<file path="config.mk">
export PLATFORM = sky130hd
export DESIGN_NAME = temporizador_es
export DESIGN_NICKNAME = d
export VERILOG_FILES = /design/src/rtl/temporizador_es.sv
export SDC_FILE = /design/constraint.sdc
export NUM_CORES = 1
export LEC_CHECK = 0
export CORE_ASPECT_RATIO = 1.5
export CORE_MARGIN = 4
export CORE_UTILIZATION = 42
export CTS_BUF_LIST = sky130_fd_sc_hd__clkbuf_4
export DETAILED_ROUTE_END_ITERATION = 8
export GPL_TIMING_DRIVEN = 0
export RECOVER_POWER = 50
export SYNTH_ARGS = -nofsm -noshare
export SYNTH_HDL_FRONTEND = slang
export SYNTH_SLANG_ARGS = --single-unit
</file>
<file path="constraint.sdc">
create_clock -name clk -period 6.1 [get_ports clk]
set_clock_uncertainty 0.2 [all_clocks]
set_input_delay 0.61 -clock clk [delete_from_list [all_inputs] [get_ports clk]]
set_output_delay 0.61 -clock clk [all_outputs]
set_load 0.01 [all_outputs]
</file>
<file path="src/rtl/temporizador_es.sv">
// temporizador_es: programmable 8-bit interval timer on a CPU device port pair.
// Commands arrive on a strobe-less byte. A change of bit 7 against the stored
// toggle bit marks a new command. Status or the live count is read back, and
// a single interrupt request line is driven from registered state.
module temporizador_es #(
  parameter int PRESCALER = 4
) (
  input  logic       clk,
  input  logic       reset,
  input  logic [7:0] datoCPU,
  output logic [7:0] datoDispositivo,
  output logic       interrupcion
);

  // Prescaler width is ceil(log2(PRESCALER)), never below one bit.
  localparam int PW = (PRESCALER > 1) ? $clog2(PRESCALER) : 1;
  localparam logic [PW-1:0] PRESC_LAST = PW'(PRESCALER - 1);

  typedef enum logic [1:0] {
    ST_IDLE    = 2'b00,
    ST_RUN     = 2'b01,
    ST_EXPIRED = 2'b10
  } state_t;

  typedef enum logic [1:0] {
    CMD_LOAD_LO = 2'b00,
    CMD_LOAD_HI = 2'b01,
    CMD_CONTROL = 2'b10,
    CMD_ACK     = 2'b11
  } cmd_t;

  // Architectural state
  state_t        state;
  logic          toggle_reg;
  logic          pendiente;
  logic          periodic;
  logic          irq_en;
  logic          view;
  logic [7:0]    recarga;
  logic [7:0]    contador;
  logic [PW-1:0] presc;

  // Command decode
  cmd_t       cmd;
  logic [3:0] arg;
  logic       accept;
  logic       is_load_lo;
  logic       is_load_hi;
  logic       is_control;
  logic       is_ack;
  logic       ctl_disable;
  logic       restart;
  logic       tick;
  logic       expire;

  // Bit 4 of the argument has no meaning for any command.
  logic unused_arg4;
  assign unused_arg4 = datoCPU[4];

  assign cmd    = cmd_t'(datoCPU[6:5]);
  assign arg    = datoCPU[3:0];
  assign accept = (datoCPU[7] != toggle_reg);

  assign is_load_lo = accept && (cmd == CMD_LOAD_LO);
  assign is_load_hi = accept && (cmd == CMD_LOAD_HI);
  assign is_control = accept && (cmd == CMD_CONTROL);
  assign is_ack     = accept && (cmd == CMD_ACK);

  // A disable always wins over a tick on the same edge.
  assign ctl_disable = is_control && !arg[0];

  // Enable from a stopped state, or ACK-with-rearm from any non-idle state,
  // restarts the interval from the reload value.
  assign restart = (is_control && arg[0] && (state != ST_RUN)) ||
                   (is_ack && arg[0] && (state != ST_IDLE));

  assign tick   = (state == ST_RUN) && (presc == PRESC_LAST) && !ctl_disable;
  assign expire = tick && (contador == 8'd0);

  // Command bookkeeping: toggle tracking, reload value and control flags.
  // NOTE: every register here uses <= so all blocks sample the same pre-edge
  // values; in particular a periodic reload on this edge sees the old recarga.
  always_ff @(posedge clk or negedge reset) begin
    if (!reset) begin
      toggle_reg <= 1'b0;
      recarga    <= 8'h00;
      periodic   <= 1'b0;
      irq_en     <= 1'b0;
      view       <= 1'b0;
    end else begin
      if (accept) begin
        toggle_reg <= datoCPU[7];
      end
      if (is_load_lo) begin
        recarga[3:0] <= arg;
      end
      if (is_load_hi) begin
        recarga[7:4] <= arg;
      end
      if (is_control) begin
        periodic <= arg[1];
        irq_en   <= arg[2];
        view     <= arg[3];
      end
    end
  end

  // Pending flag: expiry has priority over an acknowledge on the same edge.
  always_ff @(posedge clk or negedge reset) begin
    if (!reset) begin
      pendiente <= 1'b0;
    end else if (expire) begin
      pendiente <= 1'b1;
    end else if (is_ack) begin
      pendiente <= 1'b0;
    end
  end

  // Timing core: run state, prescaler and down-counter.
  always_ff @(posedge clk or negedge reset) begin
    if (!reset) begin
      state    <= ST_IDLE;
      contador <= 8'h00;
      presc    <= '0;
    end else if (restart) begin
      contador <= recarga;
      presc    <= '0;
      state    <= ST_RUN;
    end else if (ctl_disable) begin
      // Counter and prescaler freeze; a later enable restarts them anyway.
      state <= ST_IDLE;
    end else if (state == ST_RUN) begin
      if (tick) begin
        presc <= '0;
        if (expire) begin
          if (periodic) begin
            contador <= recarga;
          end else begin
            state <= ST_EXPIRED;
          end
        end else begin
          contador <= contador - 8'd1;
        end
      end else begin
        presc <= presc + PW'(1);
      end
    end
  end

  // Read-back and interrupt are pure decodes of registers, so reset clears
  // them immediately and no path exists from datoCPU to either output.
  always_comb begin
    datoDispositivo = {toggle_reg, pendiente, state, periodic, irq_en, 2'b00};
    if (view) begin
      datoDispositivo = contador;
    end
  end

  assign interrupcion = pendiente & irq_en;

endmodule
</file>
==> results.txt, run 1 <==
The logs give 0 for the total inserted antenna cells and 37 for the DRC marker count from the first detailed-route iteration. The HPWL after detailed placement is 2400 um. Yosys printed 0 warnings.

The synthesized netlist contains 39 unique library cells. STA classifies the critical path startpoint as a register. Power spread over the standard cell area amounts to 384 mW/mm^2.

At the pin with the least slew margin, the transition time is 1140 ps. The share of total power consumed by net switching came out at 0.386. Max-cap check violation count: 0. The internal power of the cells totals 0.382 mW.

The combinational share of power is 0.423, and the die outline area is 0.00429 mm^2. For the number of antenna violations at the first check in global routing, the log shows 0. For this run, the detailed router's first-pass iteration total came to 4.

The headroom to the max-slew limit came out at 0.234. Including well taps, the total number of placed cells is 189. The tools report the number of nets in the finished design as 167. Maximum number of pins on one net before global-route repair: 26. The number of cells traversed by the worst register-to-register path was 7.

Die span in y: 78.2 um. In the synthesized netlist the dominant register cell turns out to be sky130_fd_sc_hd__dfrtp_1. Registers take 626 um^2. In this run the critical register-to-register path is launched from contador[0]. Yosys mapped a number of flops with a built-in enable equal to 0.

The synthesized flop and latch total was 25. The number of cells traversed by the worst hold path was 2; the number of antenna-violating nets in the routed design was 0. The post-CTS setup buffer count was 0. The die boundary width was 54.8 um; the highest net fanout along the worst path was 9. For the final-report hold violation count, the log shows 0. In the final layout, the registers with the most flip-flops are contador (8), recarga (8). The logs give 0 for the number of remaining DRC errors and 0.241 mW for the power dissipated by switching net loads. The final worst-path cycle share was 0.451; the worst setup timing slack at the placement stage was 3310 ps. The sequential fraction of design power was 0.453; the routed wire length per instance was 16.3 um.

The post-synthesis cell area was 0.00138 mm^2. The run finished with clean final reports. Via count of the routed design: 1,092. With fillers left out, the area of the finished cells amounts to 0.00162 mm^2. Derived from the worst setup path, the maximum achievable clock frequency is 364 MHz. The ratio of cells with drive above 1 in the final layout works out to 0.176. The standard cell area after detailed placement was 0.00160 mm^2. The library cell used most frequently in the layout, excluding fill and tap cells, is sky130_fd_sc_hd__dfrtp_1.

The tightest hold path in the finished design has a slack of 304 ps. At the later pin of the worst-skew pair, clock insertion delay measures 320 ps. The sequential element share of the synthesized area was 0.453.

The synthesis-to-finish area growth was 17.6%. The critical path in this run is classified as reg -> out. TritonCTS built the clock tree.

The maximum level of the CTS H-tree is 1. For this design, the sink count on the clock tree is 25. The maximum vdd drop is 0.226 mV. In the layout the commonest cells are sky130_fd_sc_hd__dfrtp_1, sky130_fd_sc_hd__mux2_2, sky130_fd_sc_hd__clkdlybuf4s50_1.

The number of placement rows was 25; the maximum root-to-sink buffer count was 2. The average cell area after synthesis is 10.5 um^2. Fill cells in the final layout number 294. Setup slack on the worst reg-to-reg path comes out at 3840 ps. TritonCTS created 3 clock buffers.

At the worst endpoint, the arrival time is 1940 ps. Setup repair after global routing left no endpoint under its margin. The worst setup slack after layout was 3350 ps. The final-layout setup total negative slack came out at 0 ps. The tools report the start point of the worst min-delay path as recarga[6]. Post-cts hold buffer count: 0. The post-layout instance count excluding filler cells is 193.

The global-route wire length before repair was 5220 um. Counting every net in the synthesized netlist gives 145. In this run the critical register-to-register path is captured at contador[4]. The initial core utilization is 0.437. In this run the worst hold path is classified as reg -> reg. After floorplanning, the core was sized to cover 0.00316 mm^2. In this run the count of I/O pins placed on the die edge is 19. The number of global-route vias before repair was 1,078.

The total routing resource utilization after global routing is 0.166, and the total wire length after detailed routing is 3150 um. The final count of negative-setup-slack endpoints was 0. STA classifies the critical path endpoint as an output port.

In this run the tool buffered the top-level ports with 17 buffer cells. Clock-pin slew was measured on the worst setup and hold paths at 150 ps. The number of max-slew violations in the final report was 0.

Gates resized during post-CTS repair numbered 0. The share of total power in the clock network is 0.124. Synthesis produced a netlist whose cell count is 132. End of the worst hold path: contador[6]. Async set-or-reset flop fraction in the synthesized netlist: 1.00. Summing all multi-input logic gate instances after layout gives 722 um^2. Routability-driven placement finished with a final weighted congestion of 0.956. The post-layout minimum cycle time was 2750 ps; the endpoint required time on the critical path was 5290 ps.

The cell sitting at the root of the clock tree is a sky130_fd_sc_hd__clkbuf_4. The tools report the overall overflow remaining after global route as 0. Dividing the detail-routed via count by the number of cells gives 5.66. Summed over all cells, the static leakage comes to 0.662 nW.
kinds of logic (layout without fill, tap and decap cells):
| logic type | count (synthesis) | after routing | share of synthesized area |
|---|---|---|---|
| compound gates | 31 | 31 | 0.164 |
| xor+xnor | 3 | 3 | 0.0190 |
| mux | 18 | 18 | 0.145 |
| buf+inv | 7 | 28 | 0.0199 |
| flops | 25 | 25 | 0.453 |
| simple gates | 45 | 45 | 0.171 |
| fa+ha+maj | 3 | 3 | 0.0272 |
through the flow:
step           utilization  total power [mW]
2_1_floorplan            -             0.444
3_3_place_gp         0.507             0.544
3_5_place_dp         0.507             0.552
4_1_cts              0.515             0.630
5_1_grt              0.514             0.673
6_report             0.514             0.623
power by group through the flow:
| stage | combinational (mW) | clock [mW] | sequential, mW |
|---|---|---|---|
| finish | 0.264 | 0.0771 | 0.282 |
| global route | 0.294 | 0.0868 | 0.292 |
| CTS | 0.268 | 0.0794 | 0.283 |
| detailed placement | 0.266 | 0 | 0.286 |
| global placement | 0.261 | 0 | 0.284 |
| floorplan | 0.180 | 0 | 0.264 |
layout make-up:
class,instances,area share
clock buffer,3,0.0139
inverter,4,0.00925
sequential,25,0.386
clock inverter,1,0.00308
timing repair buffer,17,0.105
tap,40,0.0308
buffer,3,0.00771
multi-input combinational,100,0.445
per-layer routing:
metal  part of all wire  GRT usage  up-vias
met5                  0          0        -
met4              0.010     0.0524        0
met3              0.047     0.0304        4
met2               0.51      0.268       32
met1               0.43      0.217      523
li1                   -          -      533
worst max-delay path, cell delays in order (launching register included):
cell                              delay, ps
sky130_fd_sc_hd__dfrtp_1                350
sky130_fd_sc_hd__clkbuf_1               390
sky130_fd_sc_hd__mux2_2                 390
sky130_fd_sc_hd__clkdlybuf4s50_1        480
cell usage after synthesis (all sizes together) (2+ instances only):
| library cell | n | share of area |
|---|---|---|
| nand2 | 14 | 0.038 |
| ha | 3 | 0.027 |
| nor3b | 2 | 0.011 |
| o211ai | 2 | 0.015 |
| nor2 | 9 | 0.024 |
| xnor2 | 2 | 0.013 |
| nand3 | 6 | 0.022 |
| clkbuf | 2 | 0.0054 |
| mux2i | 2 | 0.015 |
| a21oi | 3 | 0.011 |
| nor4 | 2 | 0.014 |
| o21ai | 13 | 0.050 |
| and2 | 4 | 0.018 |
| dfrtp | 25 | 0.45 |
| a32o | 2 | 0.015 |
| inv | 4 | 0.011 |
| nor3 | 2 | 0.0073 |
| mux2 | 16 | 0.13 |
| o311ai | 2 | 0.013 |
worst max-delay path by stage:
stage               startpoint                 end  cells after the start
detailed placement  datoCPU[7]         contador[4]                      6
global placement    datoCPU[6]         contador[5]                      6
global route              view  datoDispositivo[4]                      3
finish                    view  datoDispositivo[6]                      3
floorplan           datoCPU[0]         contador[4]                      5
CTS                       view  datoDispositivo[6]                      3
Note: power is estimated with default switching activity, not from simulation.
==> inputs of run 2 (changes only) <==
==> constraint.sdc (replaced) <==
create_clock -name clk -period 2.64 [get_ports clk]
set_clock_uncertainty 0.2 [all_clocks]
set_input_delay 0.264 -clock clk [delete_from_list [all_inputs] [get_ports clk]]
set_output_delay 0.264 -clock clk [all_outputs]
set_load 0.01 [all_outputs]
==> results.txt, run 2 (synthesis results as in run 1) <==
Number of max-slew violations in the final report: 0. The run finished with clean final reports. The number of remaining DRC errors was 0; the post-CTS setup buffer count was 0.

The tools report the total wire length after detailed routing as 3170 um. The min-delay analysis places its worst path in the category reg -> reg. IR analysis of the VDD net gives a maximum drop of 0.524 mV. In this run the clock root is driven by a sky130_fd_sc_hd__clkbuf_4.

Leaving out fill and tap cells, the most frequent cell in the layout is sky130_fd_sc_hd__dfrtp_1. Data on the critical path is required at its endpoint by 2180 ps. The largest incremental delay on the critical path works out to 480 ps. Along the worst path, the maximum fanout reaches 9. Setup violations remaining at the end of the flow were counted as 0. For the total inserted antenna cells, the log shows 0. Counting tap cells, the placed design contains a total of 189 instances.

The tools report the global-route wire length before repair as 5220 um. The largest registers in the layout are contador (8), recarga (8). The ratio of cells with drive above 1 in the final layout is 0.183. Quantity of I/O buffers inserted on ports: 17. The kind of launch point of the worst setup path was a register. After global routing the overflow that remains totals 0.

The finished layout holds 193 standard cells, fillers aside. The fraction of the core area covered by cells at the end of the flow is 0.515. The floorplan step defined a core boundary enclosing 0.00316 mm^2. Dominant delay contributor by cell family on the critical path: buffers and inverters. The number of global-route vias before repair is 1,078. The routed wire length per instance came out at 16.4 um.

TritonCTS built the clock tree. Compared with the post-synthesis result, the final layout area differs by 18.0%. Die span in y: 78.2 um. The die boundary width is 54.8 um.

Setup repair after global routing left no endpoint under its margin. The actual transition at the worst max-transition pin was 1150 ps. Power spread over the standard cell area amounts to 887 mW/mm^2. The tools report the maximum level of the CTS H-tree as 1. Together, buffers and inverters on the worst path number 2.

The run gives 0 as the final-report hold violation count. The run gives 0 as the number of antenna violations at the first check in global routing. The final HPWL from detailed placement was 2400 um. The post-cts hold buffer count came out at 0. Hold is met by 304 ps. After floorplanning, the core was divided into 25 placement rows. The final worst-path cycle share was 0.909. STA classifies the critical path endpoint as an output port.

Number of nets in the finished design: 167. For the endpoint arrival time on the critical path, the log shows 1940 ps. The headroom to the max-slew limit came out at 0.233.

The run gives 239 ps as the worst setup slack after layout. Entering global routing, the biggest net connects 26 pins. The slowest stage of the critical path is the sky130_fd_sc_hd__clkdlybuf4s50_1 cell.

The analysis attributes to cell leakage a power of 0.665 nW. Prior to clock tree synthesis, the placed netlist has a worst setup slack of 197 ps. For this design the top-level I/O count stands at 19. Max-cap violations in this run came to 0. Buffers inserted during clock tree synthesis total 3. The logs give 0.956 for the routability congestion estimate from global placement and 25 for the CTS sink count.

The initial core utilization is 0.437. The number of gates resized after CTS was 0. The via count of the routed design was 1,099. The worst setup path is of the reg -> out kind. In this run the remaining antenna-violating nets after routing total 0. The clock passes through at most 2 buffers. Based on the critical path, the design can be clocked at up to 417 MHz. Traced cell by cell, the critical path runs through clkbuf_1, mux2_2, clkdlybuf4s50_1.

The clock period could shrink to 2400 ps. After the first detailed-routing iteration, the DRC count stood at 38. After routing, the total negative slack on setup checks comes to 0 ps. The insertion delay of the later-clocked pin in the worst-skew pair is 320 ps, and the die outline area is 0.00429 mm^2. Clock transition at the register clock pins on the worst setup and hold paths after CTS: 150 ps. The first TritonRoute pass finished after 4 iterations. Dividing the detail-routed via count by the number of cells gives 5.69. The total routing resource utilization after global routing was 0.166. In the layout the commonest cells are sky130_fd_sc_hd__dfrtp_1, sky130_fd_sc_hd__mux2_2, sky130_fd_sc_hd__clkdlybuf4s50_1.
run 2: stage by stage:
step | power (mW) | cell area [um^2]
4_1_cts | 1.46 | 1630
5_1_grt | 1.56 | 1630
2_1_floorplan | 1.03 | 1380
3_5_place_dp | 1.27 | 1600
3_3_place_gp | 1.26 | 1600
6_report | 1.44 | 1630
run 2: where the power goes:
part | leakage [nW] | total, mW | switching [mW] | internal (mW)
combinational | 0.342 | 0.612 | 0.290 | 0.322
sequential | 0.306 | 0.654 | 0.148 | 0.506
clock | 0.0177 | 0.178 | 0.121 | 0.0568
total | 0.665 | 1.44 | 0.559 | 0.885
run 2: final timing paths:
path                              from            endpoint  slack (ps)  cells after the start
min                         recarga[6]         contador[6]         300                      2
max in group asynchronous        reset            periodic        1160                      1
max reg2reg                contador[0]         contador[4]         370                      7
min reg2reg                 recarga[6]         contador[6]         300                      2
min in group asynchronous        reset            state[0]         400                      1
max                               view  datoDispositivo[6]         240                      3
run 2: tightest hold or removal path: cells and delay by family, from the launching register on:
kind | cells | cell delay (ps)
AOI/OAI and AO/OA | 1 | 60
and+or+nand+nor | 1 | 50
DFF | 1 | 370
run 2: per-layer routing:
layer | vias up | part of all wire | track usage
met5 | - | 0 | 0
met4 | 0 | 0.010 | 0.0524
met3 | 4 | 0.039 | 0.0304
met2 | 29 | 0.51 | 0.268
met1 | 533 | 0.44 | 0.217
li1 | 533 | - | -
run 2: final cells by class:
cell class | instances | area [um^2]
clock inverters | 1 | 5.00
flip-flops and latches | 25 | 626
fillers | 294 | 1530
inverters | 4 | 15.0
plain buffers | 3 | 12.5
clock buffers | 3 | 22.5
repair buffers | 17 | 170
well taps | 40 | 50.0
multi-input cells | 100 | 727
==> inputs of run 3 (changes only) <==
--- a/config.mk
+++ b/config.mk
@@ -5,6 +5,7 @@
 export SDC_FILE = /design/constraint.sdc
 export NUM_CORES = 1
 export LEC_CHECK = 0
+export ABC_AREA = 1
 export CORE_ASPECT_RATIO = 1.5
 export CORE_MARGIN = 4
 export CORE_UTILIZATION = 42
==> results.txt, run 3 <==
For this run, design rule violations remaining after detail routing come to 0. In this design, the stage delay of the slowest critical-path cell is 590 ps. The number of antenna diodes in the final layout is 0. The commonest cells after synthesis are sky130_fd_sc_hd__nand2_1, sky130_fd_sc_hd__inv_1, sky130_fd_sc_hd__nand3_1. The CTS sink count is 25. The post-cts hold buffer count was 0; the final HPWL from detailed placement was 2610 um. The met1 track demand over resource in global routing came out at 0.216.

Cell type with the largest total area after synthesis: sky130_fd_sc_hd__dfrtp_1. For the met2 capacity usage during global routing, the log shows 0.287. Summed over all cells, the static leakage comes to 0.893 nW. The worst setup path is of the reg -> out kind. Die boundary width: 57.3 um.

At the later pin of the worst-skew pair, clock insertion delay measures 320 ps. Along the worst path, the maximum fanout reaches 10. Counting the buffers created by CTS gives 3. Dominant delay contributor by cell family on the critical path: buffers and inverters. In this run the critical register-to-register path is launched from contador[0]. The synthesized-area fraction occupied by ao, oa, aoi and oai cells was 0.0851. Entering global routing, the biggest net connects 26 pins. The cell sitting at the root of the clock tree is a sky130_fd_sc_hd__clkbuf_4.

The clock transition at the register clock pins on the worst setup and hold paths after CTS was 130 ps; the total routing resource utilization after global routing was 0.167. The post-synthesis share of cell area spent on full adders, half adders and majority gates came out at 0.0245. The largest registers in the layout are contador (8), recarga (8).

The areal power density over the cells is 942 mW/mm^2. The power dissipated by switching net loads is 0.725 mW, and the post-layout minimum cycle time is 2430 ps. At the end of the flow, the number of nets in the layout was 239.

The maximum level of the CTS H-tree is 1. The most used flip-flop cell after synthesis is sky130_fd_sc_hd__dfrtp_1. The count of buffers added on input and output ports is 17. Once the clock tree was built, the setup fixing pass inserted 0 buffers. The worst setup path is launched from a register.

The simple-gate area share of the yosys netlist works out to 0.354. The number of antenna-violating nets in the routed design was 0; the sequential fraction of design power was 0.376. Summing every instance area after synthesis gives 0.00153 mm^2.

The top-area cell type share of the netlist area was 0.409. Capturing element type of the critical path: an output port. The path class of the tightest hold or removal check is reg -> reg.

Across the VDD grid, the largest voltage drop is 0.470 mV. By area, the combinational part of the netlist is dominated by simple AND/OR/NAND/NOR gates. The number of global-route vias before repair came out at 1,330. The via-per-instance ratio is 5.12, and the met3 usage is 0.0157. In the post-route analysis, the smallest setup slack over all paths is 215 ps. The final-report hold violation count is 0.

The tools report the endpoint required time on the critical path as 2180 ps. Most common cell after layout, fill and taps aside: sky130_fd_sc_hd__nand2_1. The headroom to the max-slew limit came out at 0.236.

The fraction of the core area covered by cells at the end of the flow was 0.515; the average cell area after synthesis was 7.49 um^2. The I/O pin total was 19; the final worst-path cycle share was 0.919. The congestion estimate from routability-driven global placement came to 0.845.

After detailed routing, the total wire length is 3450 um. Final-layout setup total negative slack: 0 ps. The number of antenna violations at the first check in global routing was 0; the number of enable flip-flop cells after synthesis was 0.

The first detailed-routing pass ran for 4 iterations. The logs give 0 for the count of yosys warnings during synthesis and 0 for the count of cells resized by post-cts repair. The mux share of post-synthesis cell area is 0.00736, and the endpoint arrival time on the critical path is 1960 ps. The worst setup timing slack at the placement stage is 593 ps. The flow ran to the end, and the final reports show no timing, DRC or antenna violations.

The run gives 0.514 as the combinational share of power. The slowest stage of the critical path is the sky130_fd_sc_hd__clkdlybuf4s50_1 cell. Yosys instantiated no cell more often than sky130_fd_sc_hd__nand2_1. For the final count of negative-setup-slack endpoints, the log shows 0. Traced cell by cell, the critical path runs through clkbuf_1, nand2_1, o21ai_0, clkdlybuf4s50_1. From synthesis to final layout, the design area changed by 16.0%. Area of the placeable core: 0.00345 mm^2.

Setup repair after global routing left no endpoint under its margin. Summing all placed instances gives a cell area of 0.00175 mm^2. Across the run, the number of max-cap violations was 0. The sequential element share of the synthesized area is 0.409, and the async set-or-reset flop fraction in the synthesized netlist is 1.00.

The most critical setup path has its startpoint at view. The via count of the routed design came out at 1,367. The top cell types in the final layout, fill and taps aside, are sky130_fd_sc_hd__nand2_1, sky130_fd_sc_hd__inv_1, sky130_fd_sc_hd__nand3_1.

The tools report the number of distinct library cells after synthesis as 23. By area the synthesized netlist is led by sky130_fd_sc_hd__dfrtp_1, sky130_fd_sc_hd__nand2_1, sky130_fd_sc_hd__nand3_1, sky130_fd_sc_hd__inv_1, sky130_fd_sc_hd__o21ai_0. The number of max-slew violations in the final report was 0. The overall overflow remaining after global route was 0.

The logs give 412 MHz for the highest clock frequency the design can meet and 26 for the number of placement rows. The share of total power in the clock network came out at 0.110. TritonCTS built the clock tree.

The number of nets in the synthesized netlist is 217. At the pin with the least slew margin, the transition time is 1140 ps. The die is 81.9 um tall. No sink is reached through more buffers than the 2 on the longest clock path. The run gives 0.443 as the initial core utilization. The first global-routing pass estimated 6110 um of wire. Cell internal power was estimated by the tool at 0.947 mW.

The xor/xnor cell area share of the yosys netlist was 0.0172. The most congested layer reported by global routing is met2. The share of total power consumed by net switching was 0.434. The number of buffers and inverters on the critical path works out to 2.

The routed wire length per instance is 12.9 um. The synthesized flop and latch total was 25. The die outline area was 0.00469 mm^2.

The ratio of cells with drive above 1 in the final layout works out to 0.0978. The finished cells cover 0.00177 mm^2. Synthesis produced a netlist whose cell count is 204. The start point of the worst min-delay path is recarga[5]. For the DRC marker count from the first detailed-route iteration, the log shows 36.
==> run 3: cell count changes in the layout (fill, tap and decap cells not counted), moves of 3 or more <==
cell,delta
sky130_fd_sc_hd__nand3_2,+3
sky130_fd_sc_hd__nand3_1,+22
sky130_fd_sc_hd__mux2_2,-15
sky130_fd_sc_hd__nand2_1,+42
sky130_fd_sc_hd__and2_1,-4
sky130_fd_sc_hd__o21ai_0,+9
sky130_fd_sc_hd__nand2_2,+3
sky130_fd_sc_hd__inv_1,+27
sky130_fd_sc_hd__nor2_2,+3
==> run 3: final cells by class <==
class,count,area (um^2)
fill,376,1670
clock buffer,4,30.0
inverter,34,128
buffer,4,30.0
tap,42,52.6
sequential,25,626
multi-input combinational,141,738
timing repair buffer,17,170
==> run 3: per-stage QoR <==
stage | power [mW] | hold WS [ps] | std cells
final | 1.67 | 313 | 267
after detailed placement | 1.49 | 274 | 263
after global routing | 1.84 | 326 | 267
after floorplan | 1.23 | -232 | 204
after CTS | 1.69 | 308 | 267
after global placement | 1.48 | 267 | 263
==> run 3: final timing paths <==
| path | cells after the start | to | slack, ps |
|---|---|---|---|
| setup / recovery | 4 | datoDispositivo[3] | 210 |
| hold / removal | 2 | recarga[5] | 310 |
| setup reg to reg | 9 | contador[3] | 780 |
| hold reg to reg | 2 | recarga[5] | 310 |
| max in group asynchronous | 1 | contador[2] | 1160 |
| min in group asynchronous | 1 | recarga[6] | 410 |
==> run 3: per-layer routing <==
metal  up-vias  wire length [um]
met2        26              1700
met1       646              1590
met3         4               105
li1        691                 -
met5         -                 0
met4         0                46
==> run 3: kinds of logic (layout without fill, tap and decap cells) <==
logic type | after synthesis | count (layout)
adder cells (fa/ha/maj) | 3 | 3
AND/OR/NAND/NOR | 109 | 109
XOR/XNOR | 3 | 3
AO/OA/AOI/OAI | 25 | 25
buffers and inverters | 38 | 59
flip-flops | 25 | 25
multiplexers | 1 | 1
==> run 3: power groups by stage <==
| stage | Clock, mW | Combinational [mW] | Sequential, mW |
|---|---|---|---|
| after global routing | 0.213 | 0.980 | 0.651 |
| final | 0.184 | 0.858 | 0.629 |
| after CTS | 0.194 | 0.864 | 0.629 |
| after global placement | 0 | 0.843 | 0.633 |
| after floorplan | 0 | 0.631 | 0.601 |
| after detailed placement | 0 | 0.855 | 0.638 |
==> run 3: worst register-to-register path: cells and delay by family, from the launching register on <==
family / cells / cell delay, ps
simple gates: 7 / 840
buf+inv: 1 / 140
fa+ha+maj: 1 / 170
flops: 1 / 430
